==> config.mk <==
export PLATFORM = sky130hd
export DESIGN_NAME = clock24_ctrl
export DESIGN_NICKNAME = d
export VERILOG_FILES = /design/src/rtl/clock24_pkg.sv /design/src/rtl/clock24_modn.sv /design/src/rtl/clock24_ctrl.sv
export SDC_FILE = /design/constraint.sdc
export NUM_CORES = 1
export LEC_CHECK = 0
export CAP_MARGIN = 20
export CORE_AREA = 2 2 61 63
export CTS_BUF_LIST = sky130_fd_sc_hd__clkbuf_4
export DETAILED_ROUTE_END_ITERATION = 16
export DIE_AREA = 0 0 63 65
export PLACE_DENSITY = 0.81
export SKIP_CTS_REPAIR_TIMING = 1
export SLEW_MARGIN = 5
export SYNTH_ARGS = -nofsm -noshare
export SYNTH_HDL_FRONTEND = slang
export SYNTH_SLANG_ARGS = --single-unit
==> constraint.sdc <==
create_clock -name CLK -period 4.84 [get_ports CLK]
set_clock_uncertainty 0.15 [all_clocks]
set_input_delay 0.968 -clock CLK [delete_from_list [all_inputs] [get_ports CLK]]
set_output_delay 0.968 -clock CLK [all_outputs]
set_load 0.03 [all_outputs]
==> src/rtl/clock24_pkg.sv <==
// clock24_pkg: shared state encoding, field limits and field widths for the
// 24-hour clock controller and its modulo-N field counters.
package clock24_pkg;

  typedef enum logic [1:0] {
    ST_RUN      = 2'd0,
    ST_SET_HOUR = 2'd1,
    ST_SET_MIN  = 2'd2
  } state_t;

  localparam int HOUR_LAST = 23;
  localparam int MIN_LAST  = 59;
  localparam int SEC_LAST  = 59;

  localparam int HOUR_W = 5;
  localparam int MIN_W  = 6;
  localparam int SEC_W  = 6;

endpackage

==> src/rtl/clock24_modn.sv <==
// clock24_modn: modulo-(LAST+1) up/down counter for one time-of-day field.
//   i_clk, i_rst_n : clock, async active-low reset (loads INIT)
//   i_clr          : synchronous load of zero, beats inc/dec
//   i_inc, i_dec   : step up/down with wrap; both together is a no-op
//   o_val          : current value (registered)
//   o_cout         : combinational carry, high when this cycle's inc wraps
module clock24_modn #(
  parameter int W    = 6,
  parameter int LAST = 59,
  parameter int INIT = 0
) (
  input  logic         i_clk,
  input  logic         i_rst_n,
  input  logic         i_clr,
  input  logic         i_inc,
  input  logic         i_dec,
  output logic [W-1:0] o_val,
  output logic         o_cout
);

  localparam logic [W-1:0] L_LAST = W'(LAST);
  localparam logic [W-1:0] L_INIT = W'(INIT);

  logic [W-1:0] r_val;

  always_ff @(posedge i_clk or negedge i_rst_n) begin
    if (!i_rst_n)               r_val <= L_INIT;
    else if (i_clr)             r_val <= '0;
    else if (i_inc && !i_dec)   r_val <= (r_val == L_LAST) ? '0 : r_val + 1'b1;
    else if (i_dec && !i_inc)   r_val <= (r_val == '0) ? L_LAST : r_val - 1'b1;
  end

  // Carry is independent of i_clr so a tick that coincides with a clear
  // still propagates into the next field.
  assign o_cout = i_inc && !i_dec && (r_val == L_LAST);
  assign o_val  = r_val;

endmodule

==> src/rtl/clock24_ctrl.sv <==
// clock24_ctrl: time-of-day registers plus the RUN / SET_HOUR / SET_MIN
// time-setting state machine for the 24-hour clock.
//   CLK, RST       : clock, async active-low reset
//   EN1HZ, SIG2HZ  : 1 Hz tick pulse and 2 Hz blink wave from the divider
//   MODE, UP, DOWN : debounced single-cycle button pulses
//   DIV_RST        : one-cycle restart request back to the divider
//   HOUR, MIN, SEC : binary time of day
//   BLANK_H/M      : blink blanking for the field being edited
//   DAY_TICK       : one-cycle pulse on midnight rollover
module clock24_ctrl
  import clock24_pkg::*;
#(
  parameter int INIT_HOUR   = 0,
  parameter int INIT_MIN    = 0,
  parameter int TIMEOUT_SEC = 30
) (
  input  logic              CLK,
  input  logic              RST,
  input  logic              EN1HZ,
  input  logic              SIG2HZ,
  input  logic              MODE,
  input  logic              UP,
  input  logic              DOWN,
  output logic              DIV_RST,
  output logic [HOUR_W-1:0] HOUR,
  output logic [MIN_W-1:0]  MIN,
  output logic [SEC_W-1:0]  SEC,
  output logic              BLANK_H,
  output logic              BLANK_M,
  output logic              DAY_TICK
);

  state_t r_state, w_state_nxt;
  logic   w_div_req;
  logic   r_div_rst, r_day_tick, r_blank_h, r_blank_m;

  logic w_in_run, w_in_hour, w_in_min;
  logic w_up_only, w_dn_only, w_btn;
  logic w_sec_cout, w_min_cout, w_hour_cout;
  logic w_to_expire;

  assign w_in_run  = (r_state == ST_RUN);
  assign w_in_hour = (r_state == ST_SET_HOUR);
  assign w_in_min  = (r_state == ST_SET_MIN);

  // MODE wins over UP/DOWN; UP with DOWN cancels out.
  assign w_up_only = UP   && !DOWN && !MODE;
  assign w_dn_only = DOWN && !UP   && !MODE;
  assign w_btn     = MODE || UP || DOWN;

  // Fields. Carries only chain in RUN so editing a field never spills over.
  clock24_modn #(.W(SEC_W), .LAST(SEC_LAST), .INIT(0)) u_sec (
    .i_clk   (CLK),
    .i_rst_n (RST),
    .i_clr   (w_in_run && MODE),
    .i_inc   (w_in_run && EN1HZ),
    .i_dec   (1'b0),
    .o_val   (SEC),
    .o_cout  (w_sec_cout)
  );

  clock24_modn #(.W(MIN_W), .LAST(MIN_LAST), .INIT(INIT_MIN)) u_min (
    .i_clk   (CLK),
    .i_rst_n (RST),
    .i_clr   (1'b0),
    .i_inc   ((w_in_run && w_sec_cout) || (w_in_min && w_up_only)),
    .i_dec   (w_in_min && w_dn_only),
    .o_val   (MIN),
    .o_cout  (w_min_cout)
  );

  clock24_modn #(.W(HOUR_W), .LAST(HOUR_LAST), .INIT(INIT_HOUR)) u_hour (
    .i_clk   (CLK),
    .i_rst_n (RST),
    .i_clr   (1'b0),
    .i_inc   ((w_in_run && w_min_cout) || (w_in_hour && w_up_only)),
    .i_dec   (w_in_hour && w_dn_only),
    .o_val   (HOUR),
    .o_cout  (w_hour_cout)
  );

  // Inactivity timeout. The counter sits at zero in RUN, so entry into a set
  // state always starts from zero; any button clears it. Expiry fires on the
  // tick that would bring the count to TIMEOUT_SEC, and never alongside a
  // button (MODE therefore takes precedence).
  generate
    if (TIMEOUT_SEC > 0) begin : g_timeout
      localparam int TO_W = $clog2(TIMEOUT_SEC + 1);
      localparam logic [TO_W-1:0] TO_LAST = TO_W'(TIMEOUT_SEC - 1);
      logic [TO_W-1:0] r_to_cnt;

      assign w_to_expire = !w_in_run && !w_btn && EN1HZ && (r_to_cnt == TO_LAST);

      always_ff @(posedge CLK or negedge RST) begin
        if (!RST)                      r_to_cnt <= '0;
        else if (w_in_run || w_btn)    r_to_cnt <= '0;
        else if (w_to_expire)          r_to_cnt <= '0;
        else if (EN1HZ)                r_to_cnt <= r_to_cnt + 1'b1;
      end
    end else begin : g_no_timeout
      assign w_to_expire = 1'b0;
    end
  endgenerate

  // State machine
  always_ff @(posedge CLK or negedge RST) begin
    if (!RST) r_state <= ST_RUN;
    else      r_state <= w_state_nxt;
  end

  always_comb begin
    w_state_nxt = r_state;
    w_div_req   = 1'b0;
    case (r_state)
      ST_RUN: begin
        if (MODE) begin
          w_state_nxt = ST_SET_HOUR;
          w_div_req   = 1'b1;
        end
      end
      ST_SET_HOUR: begin
        if (MODE) begin
          w_state_nxt = ST_SET_MIN;
        end else if (w_to_expire) begin
          w_state_nxt = ST_RUN;
          w_div_req   = 1'b1;
        end
      end
      ST_SET_MIN: begin
        if (MODE || w_to_expire) begin
          w_state_nxt = ST_RUN;
          w_div_req   = 1'b1;
        end
      end
      default: begin
        w_state_nxt = ST_RUN;
      end
    endcase
  end

  // Registered outputs. A restart request right after one already issued is
  // dropped: the divider is still being cleared, so the one-cycle shift is
  // harmless and DIV_RST stays a single-cycle pulse.
  always_ff @(posedge CLK or negedge RST) begin
    if (!RST) begin
      r_div_rst  <= 1'b0;
      r_day_tick <= 1'b0;
      r_blank_h  <= 1'b0;
      r_blank_m  <= 1'b0;
    end else begin
      r_div_rst  <= w_div_req && !r_div_rst;
      r_day_tick <= w_in_run && w_hour_cout;
      // Blanking follows the state being entered so it lines up with the
      // field values shown in the same cycle.
      r_blank_h  <= (w_state_nxt == ST_SET_HOUR) && SIG2HZ;
      r_blank_m  <= (w_state_nxt == ST_SET_MIN)  && SIG2HZ;
    end
  end

  assign DIV_RST  = r_div_rst;
  assign DAY_TICK = r_day_tick;
  assign BLANK_H  = r_blank_h;
  assign BLANK_M  = r_blank_m;

endmodule

; ---- Word-level counts from Yosys, hierarchy flattened
; Index checks and enable logic that the tools add are counted.
; W data, S select, Z words.
[word_totals]
regBits = 28
inputBits = 7
out_inout_bits = 21
elab_cells = 96
[op_classes]
addsub = 6
n_eq_ne = 8
muxes = 24
reduce_logical = 49
[ops]
columns = op, n
row1 = $mux W6, 7
row2 = $mux W5, 7
row3 = $logic_and A1 B1 Y1, 26
row4 = $add A6 B1 Y6 const B, 2
row5 = $eq A6 B6 Y1 const B, 2
row6 = $add A5 B1 Y5 const B, 2
row7 = $eq A5 B5 Y1 const B, 2
row8 = $logic_not A1 Y1, 10
row9 = $mux W2, 4
row10 = $logic_not A6 Y1, 1
row11 = $logic_or A1 B1 Y1, 6
row12 = $pmux W2 S3, 1
row13 = $reduce_bool A2 Y1, 3
row14 = $sub A6 B1 Y6 const B, 1
row15 = $logic_not A5 Y1, 1
row16 = $sub A5 B1 Y5 const B, 1
row17 = $eq A2 B1 Y1 const B, 2
row18 = $eq A2 B2 Y1 const B, 2
row19 = $mux W1, 4
row20 = $pmux W1 S3, 1
row21 = $reduce_bool A3 Y1, 1
row22 = $logic_not A2 Y1, 1

; ---- Depth between registers and ports, before layout
[logic_depth]
word_depth = 13
mapped_depth = 15
ltp_nobuf = 13

; ---- Cells and area by module
; Synthesis repeated with hierarchy kept, for this count alone.
[hier_totals]
cells_unflattened = 236
hier_area_um2 = 2230.9
[modules_own_cells]
columns = mod, n_inst, cells_per_inst, area_each_um2
row1 = clock24_modn at u_min ..., 2, 63, 581.8
row2 = clock24_ctrl, 1, 70, 683.2
row3 = clock24_modn at u_hour, 1, 40, 384.1

; ---- Worst setup path after synthesis
; Ideal clock, no wire load.
[synth_path]
kind = input to register
startpoint = in MODE
endpoint = reg u_hour.r_val[3], in the netlist u_hour.o_val[3]
setup_ns = 0.126
arrival_time_ns = 3.283
slack_ns = 1.281
cell_stages = 14
path_cell_list = clkbuf_1 nor3b_1 nand2_1 o21a_1 nor2_1 ha_1 clkbuf_1 nand3b_1 a21oi_1 ha_1 clkbuf_1 nor2_1 and3_1 a221o_1
[synth_via]
elab_chain_len = 11
elab_cells_between_ends = 19
classes_between = mux: 1 / reduce/logical: 18
[synth_rtl]
columns = element, line
row1 = start: declaration, clock24_ctrl.sv:21  ; input logic MODE,
row2 = $logic_not A1 Y1 (*), "clock24_ctrl.sv:47, clock24_ctrl.sv:48"
row3 = "$logic_and A1 B1 Y1, on equally long branches", "clock24_ctrl.sv:47, clock24_ctrl.sv:48"
row4 = "$logic_and A1 B1 Y1, on equally long branches", "clock24_ctrl.sv:66, clock24_ctrl.sv:67"
row5 = $logic_or A1 B1 Y1 or $logic_not A1 Y1 (tied branches), "clock24_ctrl.sv:66, clock24_modn.sv:35"
row6 = $logic_and A1 B1 Y1 (2 in a row), clock24_modn.sv:35  ; assign o_cout = i_inc && !i_dec && (r_val == L_LAST);
row7 = $logic_and A1 B1 Y1, clock24_ctrl.sv:76  ; .i_inc ((w_in_run && w_min_cout) || (w_in_hour && w_up_only)),
row8 = $logic_or A1 B1 Y1, clock24_ctrl.sv:76
row9 = $logic_not A1 Y1, clock24_modn.sv:30  ; else if (i_dec && !i_inc) r_val <= (r_val == '0) ? L_LAST : r_val - 1'b1;
row10 = $logic_and A1 B1 Y1, clock24_modn.sv:30
row11 = $reduce_bool A2 Y1 (no line), --
row12 = end signal: assignment, clock24_modn.sv:29  ; else if (i_inc && !i_dec) r_val <= (r_val == L_LAST) ? '0 : r_val + 1'b1;
row13 = end signal: assignment, clock24_modn.sv:30
row14 = end: declaration, clock24_modn.sv:24  ; logic [W-1:0] r_val;
; Mark *: on every way between the ends. The rest lies on a longest branch, timed or not.
; A chain may end at the register's enable or synchronous reset.

; ---- Final worst setup path
[layout_path]
startpoint = in MODE
endpoint = reg u_hour.r_val[4], in the netlist u_hour.o_val[4]
; Same word-level chain as after synthesis.

==> reports/qor.yml <==
sta:
  slew_headroom_pct: 70.0
  fmax_ghz: 0.266
  tightestPinTransition_ps: 450
  setup_violations: 0
  fin_crit_ps: 3760
  period_share_pct: 77.6
  finalHoldViolations: 0
  grt_setup_unrepaired: "no"
  slew_viol_final: 0
  fin_tns_setup_ps: 0
synthesis:
  ys_top_cells_by_area: "dfrtp_1 37%, ha_1 6.7%, nor2_1 5.6%"
  yosysWarnings: 0
  netlist_area_sq_mm: 0.00188
  synthArstFlopShare_pct: 100
  synth-simple-area-share_pct: 29.9
  synth_top_area_share_pct: 37.3
  synth_cell_types: 50
  synthCells: 222
  ys_dominant_reg_cell: "dfrtp_1"
  synth_edf_count: 0
  synth_mux_area_share_pct: 0.532
  synth_top_family_by_area: "simple AND/OR/NAND/NOR gates"
  synth_xor_area_share_pct: 3.73
  ys_ff_latch: 28
  ys_seq_area_share_pct: 37.3
  synth_fa_ha_area_share_pct: 6.65
  synth-compound-area-share_pct: 16.5
  yosysTopAreaCell: "dfrtp_1"
  avgSynthCellArea_sq_um: 8.47
  syn-num-nets: 239
clock_tree:
  clock_path_buffers: 2
  cts.clk_slew.worst_paths_ps: 160
  cts_sinks: 28
  clock_latency_ps: 340
  cts_inserted_buffers: 3
  cts_max_level: 1
  tritoncts: "done"
  ctsRootBufferMaster: "clkbuf_4"
global_route:
  grt_pass1_wl_microns: 6490
  antenna_found_initial: 0
  grt_max_degree: 29
  grt_pass1_vias: 1426
  grtUsageTotal_pct: 19.6
  overflow: 0
die:
  dieArea_sq_mm: 0.00410
  die_w_microns: 63
  start_util_pct: 53.8
  rows: 22
  ios: 28
  die_y_microns: 65
  core_sq_mm: 0.00350
routing:
  drtPass1Iterations: 5
  vias_per_cell: 5.70
  drt-total-wl_microns: 3820
  drc: 0
  routedWlPerCell_microns: 13.2
  ant_nets: 0
  dr_total_vias: 1652
  drtIter0Drc: 103
pwr:
  peakVddDrop_v: 0.000281
  p_leak_nw: 0.927
  powerDensity_mw_per_mm2: 476
setup_path:
  cp_max_fo: 15
  critPathRequiredTime_ps: 4910
  arrival_ps: 3830
  r2r_setup_slack_ps: 1630
  cp_cell_sequence: "clkdlybuf4s50_1 -> nor3b_1 -> nand2_1 -> o21a_1 -> nor2_1 -> ha_1 -> nand3b_1 -> a21oi_1 -> ha_1 -> a21oi_1 -> a22oi_1 -> o221ai_1"
  max_stage_delay_ps: 610
  r2r-end: "u_hour.o_val[4]$_DFFE_PN0P_"
  criticalPathCategory: "in -> reg"
  worst-r2r-cell-count: 12
  endpoint_kind: "flop"
  critPathLaunchType: "primary input"
  cp_slowest_cell: "clkdlybuf4s50_1"
  r2r_start: "u_sec.o_val[0]$_DFFE_PN0P_"
cells_and_area:
  ff_latch_area_sq_um: 701
  multi_input_area_sq_mm: 0.00108
  fill_cells: 313
  fin_nets: 260
  antenna_cells: 0
  syn_to_final_growth_pct: 17.3
  fin_util_pct: 63.1
  drive_above_1_share_pct: 3.31
place:
  dp_hpwl_microns: 2730
  gp_congestion: 0.819
  portBuffers: 27
hold_path:
  hold_path_class: "reg -> reg"
  holdPathStages: 1
  min-delay-start: "DIV_RST$_DFF_PN0_"
  whs_endpoint: "DIV_RST$_DFF_PN0_"
job:
  cap_violations: 0
outcome:
  status: "complete, no violations"
==> flip-flops by register name, summed over array words and instances (netlist names) <==
register and cells:
BLANK_H 1, BLANK_M 1, DAY_TICK 1, DIV_RST 1, g_timeout.r_to_cnt 5, r_state 2, u_hour.o_val 5, u_min.o_val 6
u_sec.o_val 6
==> critical path: cells and delay by family <==
| family | cells | cell delay, ps |
|---|---|---|
| and+or+nand+nor | 4 | 630 |
| adders and majority gates | 2 | 820 |
| AOI/OAI and AO/OA | 5 | 800 |
| buffers and inverters | 1 | 610 |
==> cells in the final DEF, fill, tap and decap left out, types with 7 or more instances in the layout <==
cell type / n
dfrtp_1: 28
nor2_1: 28
clkdlybuf4s50_1: 27
nand2_1: 18
a21oi_1: 15
nand3_1: 13
inv_1: 10
ha_1: 10
nor3_1: 9
o21ai_1: 7
==> report_power, final <==
| part | leakage [nW] | total (mW) | switching (mW) | internal [mW] |
|---|---|---|---|---|
| sequential | 0.361 | 0.394 | 0.103 | 0.291 |
| clock | 0.0279 | 0.159 | 0.0752 | 0.0839 |
| combinational | 0.537 | 0.497 | 0.280 | 0.217 |
| total | 0.927 | 1.05 | 0.459 | 0.591 |
==> synthesized netlist by cell type (all sizes together), types with 3 or more instances <==
library cell  count
nor3b             6
clkbuf            6
nand2b            3
o21ai            13
ha               10
nand2            18
nor2b             5
nand3            13
xnor2             3
xor2              5
nor3              9
buf               6
and3              3
dfrtp            28
a21oi            15
nor2             29
inv              10
==> stage by stage <==
stage | std cells | hold WS [ps] | total power, mW | instance area, sq um | setup slack, ps
after floorplan | 222 | 344 | 0.738 | 1880 | 1280
after global placement | 286 | 287 | 0.882 | 2150 | 853
after detailed placement | 286 | 287 | 0.891 | 2150 | 761
after CTS | 290 | 317 | 1.05 | 2210 | 1130
after global routing | 290 | 327 | 1.11 | 2210 | 725
final | 290 | 324 | 1.05 | 2210 | 1080
==> logic make-up (layout without fill, tap and decap cells) <==
group	Yosys count	count (layout)
compound gates	49	49
xor+xnor	8	8
fa+ha+maj	10	10
buf+inv	22	42
flops	28	28
mux	1	1
simple gates	104	104
==> final cells by class <==
type                    instances  area share (%)
multi-input cells             172            48.8
well taps                      48            2.72
clock buffers                   3            1.02
clock inverters                 1            1.36
inverters                      10            1.70
repair buffers                 28            12.6
flip-flops and latches         28            31.8
==> worst max path at each step <==
stage | from | to | cells past startpoint
after floorplan | MODE | u_hour.o_val[3]$_DFFE_PN0P_ | 14
after global placement | MODE | u_hour.o_val[3]$_DFFE_PN0P_ | 12
after detailed placement | MODE | u_hour.o_val[3]$_DFFE_PN0P_ | 12
after CTS | MODE | u_hour.o_val[3]$_DFFE_PN0P_ | 12
after global routing | MODE | u_hour.o_val[3]$_DFFE_PN0P_ | 12
final | MODE | u_hour.o_val[4]$_DFFE_PN0P_ | 12
==> per-layer routing <==
| layer | GRT usage [%] | wire length, microns | vias up |
|---|---|---|---|
| met2 | 30.1 | 1670 | 39 |
| met5 | 0 | 0 | - |
| met4 | 6.94 | 55 | 0 |
| met1 | 28.0 | 1930 | 774 |
| met3 | 2.95 | 160 | 5 |
| li1 | - | - | 834 |
Note: power is estimated with default switching activity, not from simulation.
